--- src/rtl/uart_mem_dumper_pkg.sv ---
// uart_mem_dumper_pkg: FSM states, 8N1 frame constants and baud divisor helper shared by the dumper
package uart_mem_dumper_pkg;
    typedef enum logic [2:0] {S_IDLE, S_RD, S_LATCH, S_SEND, S_CSUM, S_FIN} state_t;
    localparam logic START_BIT = 1'b0;
    localparam logic STOP_BIT = 1'b1;
    localparam int DATA_BITS = 8;
    localparam int BYTES_PER_WORD = 4;
    function automatic int clks_per_bit(input int clk_hz, input int baud);
        return clk_hz / baud;
    endfunction
endpackage

--- src/rtl/uart_mem_dumper_tx_byte.sv ---
// uart_mem_dumper_tx_byte: 8N1 byte serializer; ready rises in the last stop-bit clock so bytes chain back-to-back
module uart_mem_dumper_tx_byte
    import uart_mem_dumper_pkg::*;
#(
    parameter int CLKS_PER_BIT = 4687
) (
    input  logic       clk_i,
    input  logic       reset_i,
    input  logic [7:0] data_i,
    input  logic       valid_i,
    output logic       ready_o,
    output logic       tx_o
);
    localparam int CW = $clog2(CLKS_PER_BIT + 1);
    logic          active;
    logic [7:0]    shift;
    logic [3:0]    bit_idx;
    logic [CW-1:0] baud;
    logic          bit_end;
    assign bit_end = baud == CW'(CLKS_PER_BIT - 1);
    assign ready_o = !active || (bit_idx == 4'(DATA_BITS + 1) && bit_end);
    // bit 0 is the start bit, 1..8 data LSB first, 9 the stop bit
    always_ff @(posedge clk_i) begin
        if (reset_i) begin
            active  <= 1'b0;
            shift   <= '0;
            bit_idx <= '0;
            baud    <= '0;
            tx_o    <= STOP_BIT;
        end else if (valid_i && ready_o) begin
            active  <= 1'b1;
            shift   <= data_i;
            bit_idx <= '0;
            baud    <= '0;
            tx_o    <= START_BIT;
        end else if (active) begin
            if (bit_end) begin
                baud <= '0;
                if (bit_idx == 4'(DATA_BITS + 1)) begin
                    active <= 1'b0;
                    tx_o   <= STOP_BIT;
                end else begin
                    bit_idx <= bit_idx + 4'd1;
                    tx_o    <= bit_idx == 4'(DATA_BITS) ? STOP_BIT : shift[bit_idx[2:0]];
                end
            end else begin
                baud <= baud + 1'b1;
            end
        end
    end
endmodule

--- src/rtl/uart_mem_dumper.sv ---
// uart_mem_dumper: reads a block of SRAM words and sends each as 4 little-endian 8N1 bytes.
// Define UART_DUMP_CHECKSUM_EN to append a modulo-256 sum of all data bytes after the last word.
module uart_mem_dumper
    import uart_mem_dumper_pkg::*;
#(
    parameter int SYS_CLK_FREQ = 45000000,
    parameter int BAUD         = 9600,
    parameter int ADDR_WIDTH   = 13
) (
    input  logic                  clk_i,
    input  logic                  reset_i,
    input  logic                  start_i,
    input  logic [ADDR_WIDTH-1:0] base_addr_i,
    input  logic [15:0]           word_count_i,
    output logic                  mem_csb_o,
    output logic [ADDR_WIDTH-1:0] mem_addr_o,
    input  logic [31:0]           mem_data_i,
    output logic                  tx_o,
    output logic                  busy_o,
    output logic                  done_o
);
`ifdef UART_DUMP_CHECKSUM_EN
    localparam state_t EMPTY_NEXT = S_CSUM;
    logic [7:0] sum;
`else
    localparam state_t EMPTY_NEXT = S_FIN;
`endif
    state_t                state, state_nxt;
    logic [ADDR_WIDTH-1:0] addr;
    logic [15:0]           remaining;
    logic [31:0]           word;
    logic [2:0]            byte_idx;
    logic                  tx_valid, tx_ready;
    logic [7:0]            tx_data;
    logic                  last_word;

    assign last_word  = remaining == 16'd1;
    assign mem_csb_o  = state != S_RD;
    assign mem_addr_o = addr;
    assign busy_o     = state != S_IDLE && state != S_FIN;
    assign done_o     = state == S_FIN;

    // state register
    always_ff @(posedge clk_i) state <= reset_i ? S_IDLE : state_nxt;

    // next state and byte feed; byte 0 goes straight from the SRAM bus so the start bit follows LATCH
    always_comb begin
        state_nxt = state;
        tx_valid  = 1'b0;
        tx_data   = word[{byte_idx[1:0], 3'b000} +: 8];
        case (state)
            S_IDLE:  if (start_i) state_nxt = word_count_i != 16'd0 ? S_RD : EMPTY_NEXT;
            S_RD:    state_nxt = S_LATCH;
            S_LATCH: begin
                tx_valid  = 1'b1;
                tx_data   = mem_data_i[7:0];
                state_nxt = S_SEND;
            end
            S_SEND: if (tx_ready) begin
                if (byte_idx != 3'(BYTES_PER_WORD)) tx_valid = 1'b1;
                else if (!last_word) state_nxt = S_RD;
                else begin
`ifdef UART_DUMP_CHECKSUM_EN
                    tx_valid  = 1'b1;
                    tx_data   = sum;
                    state_nxt = S_CSUM;
`else
                    state_nxt = S_FIN;
`endif
                end
            end
`ifdef UART_DUMP_CHECKSUM_EN
            S_CSUM: if (tx_ready) begin
                if (byte_idx == 3'd0) begin
                    tx_valid = 1'b1;
                    tx_data  = sum;
                end else state_nxt = S_FIN;
            end
`endif
            S_FIN:   state_nxt = S_IDLE;
            default: state_nxt = S_IDLE;
        endcase
    end

    // word/address bookkeeping; the address only moves when entering RD so it holds while csb is high
    always_ff @(posedge clk_i) begin
        if (reset_i) begin
            addr      <= '0;
            remaining <= '0;
            word      <= '0;
            byte_idx  <= '0;
`ifdef UART_DUMP_CHECKSUM_EN
            sum       <= '0;
`endif
        end else begin
            if (state == S_IDLE && start_i) begin
                remaining <= word_count_i;
                byte_idx  <= '0;
`ifdef UART_DUMP_CHECKSUM_EN
                sum       <= '0;
`endif
                if (word_count_i != 16'd0) addr <= base_addr_i;
            end
            if (state == S_LATCH) word <= mem_data_i;
            if (tx_valid) byte_idx <= byte_idx + 3'd1;
`ifdef UART_DUMP_CHECKSUM_EN
            if (tx_valid && state_nxt != S_CSUM) sum <= sum + tx_data;
`endif
            if (state == S_SEND && state_nxt == S_RD) begin
                addr      <= addr + 1'b1;
                remaining <= remaining - 16'd1;
                byte_idx  <= '0;
            end
        end
    end

    uart_mem_dumper_tx_byte #(
        .CLKS_PER_BIT(clks_per_bit(SYS_CLK_FREQ, BAUD))
    ) u_tx (
        .clk_i  (clk_i),
        .reset_i(reset_i),
        .data_i (tx_data),
        .valid_i(tx_valid),
        .ready_o(tx_ready),
        .tx_o   (tx_o)
    );
endmodule

--- config.mk ---
export PLATFORM = sky130hd
export DESIGN_NAME = uart_mem_dumper
export DESIGN_NICKNAME = d
export VERILOG_FILES = /design/src/rtl/uart_mem_dumper_pkg.sv /design/src/rtl/uart_mem_dumper_tx_byte.sv /design/src/rtl/uart_mem_dumper.sv
export SDC_FILE = /design/constraint.sdc
export NUM_CORES = 1
export LEC_CHECK = 0
export ABC_AREA = 1
export CORE_ASPECT_RATIO = 0.9
export CORE_MARGIN = 2
export CORE_UTILIZATION = 45
export CTS_CLUSTER_SIZE = 8
export DETAILED_ROUTE_END_ITERATION = 12
export GPL_ROUTABILITY_DRIVEN = 0
export GPL_TIMING_DRIVEN = 0
export MAX_ROUTING_LAYER = met4
export PLACE_DENSITY = 0.69
export SYNTH_ARGS = -nofsm -noshare
export SYNTH_HDL_FRONTEND = slang
export SYNTH_SLANG_ARGS = --single-unit
--- constraint.sdc ---
create_clock -name clk_i -period 6.5 [get_ports clk_i]
set_clock_uncertainty 0.2 [all_clocks]
set_input_delay 0.65 -clock clk_i [delete_from_list [all_inputs] [get_ports clk_i]]
set_output_delay 0.65 -clock clk_i [all_outputs]
set_load 0.1 [all_outputs]
==> out/metrics.cfg <==
[placed_design]
dpl-instance-area_mm2=0.00607
dpl.hpwl_mm=10.1
portBuffers=79
dp_cells=978

[sta]
period_share_pct=50.7
fin_crit_ns=3.29
worst_pin_slew_ns=0.975
setup_tns_ns=0
grt_setup_unrepaired=false
setup_viol=0
fmax_mhz=304
slew-limit-headroom_pct=34.8
holdWs_ns=0.264
hold_viol=0
drv_slew=0

[logic_synthesis]
synth-seq-area-share_pct=37.0
synthTopCellsByArea=dfxtp_1 37%, nand2_1 10%, o21ai_0 8.7%
syn-cell-area_mm2=0.00509
synth_edf_count=0
synth_top_cell_area_share_pct=37.0
yosysTopAreaCell=dfxtp_1
synthFlopType=dfxtp_1
async_reset_ff_share_pct=0
synthCells=747
synth_nets=821
yosys_warnings=0
synth.avg_cell_area_um2=6.81
ys_seq_elements=94
synthDistinctLibCells=40

[global_route]
grt_pass1_vias=4911
gr-usage-met2_pct=37.1
gr-usage-met1_pct=30.2
top_usage_layer=met2
grt_pass1_wl_mm=22.3
grt_max_degree=16
use_met3_pct=3.83
grt-ovfl-total=0
grt_use_total_pct=23.2
antenna_found_initial=0

[min_path]
min_path_type=reg2reg

[clock_tree]
clock_latency_ns=0.34
cts.path.max_buffers=2
cts_post_setup_buffers_inserted=0
cts_made_buffers=9
hold_buffers=0
cts_tree=done
clk_pin_slew_ns=0.07
htreeDepth=3
root_buffer=clkbuf_16
cts_sinks=94
cts_resized=0

[power]
ir_drop_mv=0.122
powerDensity_mw_per_mm2=250
leakagePower_nw=2.56
p_total_w=0.00159

[worst_setup_path]
setup.worst_path.end_class=output pin
max_stage_delay_ns=1.21
critical_path_class=reg2out
slowest_stage=clkdlybuf4s50_1
crit_path_start_kind=flip-flop
cp_cell_sequence=buf_2 > inv_1 > nor3_1 > clkdlybuf4s50_1
cp_max_fo=8
arrival_ns=2.44
required_ns=5.65

[detailed_routing]
ant_nets=0
drt_iter0_markers=321
vias_per_cell=5.12
dr.pass1.iters=5
wl_per_cell_um=13.5
wl_mm=13.5
drc_errors=0
vias=5090

[die]
start_util_pct=46.5
ios=81
core_area_mm2=0.0109
die_h_um=105
die_w_um=116
rows=36
dieArea_mm2=0.0122

[finish]
final_cell_mix=135 x nand2_1, 101 x nor2_1, 94 x dfxtp_1
nNetsFinal=911
layout_commonest_cell=nand2_1
stdcell_area_mm2=0.00638
diodes=0
drive_gt1_share_pct=6.06
final_cells=994
area_delta_synth_final_pct=25.4

[outcome]
status=finished, final reports clean

[flow_run]
max_cap_violations=0

==> per-stage QoR <==
step,util (%),worst slack [ns]
detailed placement,55.5,3.57
finish,58.3,3.21
CTS,58.3,3.19
global placement,55.5,3.57
global route,58.3,3.14
floorplan,-,1.73
==> flip-flops by register name, summed over array words and instances, names as in the netlist <==
register and count:
word 32, remaining 16, mem_addr_o 13, u_tx.baud 13, u_tx.shift 8, u_tx.bit_idx 4
byte_idx 3, state 3, u_tx.active 1, u_tx.tx_o 1
==> per-layer routing <==
metal  share of wire (%)  up-vias
met4                 1.3        0
li1                    -     2614
met1                  47     2309
met3                 5.5       21
met2                  46      146
met5                   0        -
==> worst paths after layout <==
check                           start                         end  slack, ns  cells after the start
max               state[2]$_SDFF_PP0_                      done_o       3.21                      4
min             word[10]$_SDFFE_PP0P_       word[10]$_SDFFE_PP0P_       0.26                      2
max reg2reg  byte_idx[0]$_SDFFE_PP0P_  mem_addr_o[8]$_SDFFE_PP0P_       3.81                     12
min reg2reg     word[10]$_SDFFE_PP0P_       word[10]$_SDFFE_PP0P_       0.26                      2
==> area by class of cell <==
type	instances	area, um2
inverter	86	324
clock inverter	5	56.3
tap	152	190
sequential	94	1880
timing repair buffer	79	791
clock buffer	11	253
fill	1045	4570
buffer	34	168
multi-input combinational	533	2720
==> synth_stat cells (all sizes together) (2+ instances only) <==
cell type	n
nor3	18
xnor2	4
inv	85
nand4	8
a22oi	2
a31oi	9
o21ai	94
dfxtp	94
nand2	141
nor2	105
nor4	2
clkbuf	23
xor2	25
a211oi	4
buf	11
o21bai	11
o211ai	4
a21oi	59
nand3	31
ha	10
==> worst max-delay path: cells and delay by family, from the launching register on <==
family | cells | cell delay, ns
DFF | 1 | 0.31
and+or+nand+nor | 1 | 0.29
buffers and inverters | 3 | 1.50
==> cell families after synthesis <==
logic type	count (synthesis)	share of synthesized area, %
flip-flops	94	37.0
XOR/XNOR	29	4.99
buffers and inverters	120	9.66
AND/OR/NAND/NOR	308	25.8
adder cells (fa/ha/maj)	10	2.46
AO/OA/AOI/OAI	186	20.1
==> report_power, final <==
part,internal (W),leakage [nW],total (W),switching (W)
Clock,0.000319,0.152,0.000544,0.000225
Combinational,0.000137,1.64,0.000392,0.000255
Sequential,0.000624,0.767,0.000659,0.0000350
Total,0.00108,2.56,0.00159,0.000515
Power figures use the tool's default switching activity.
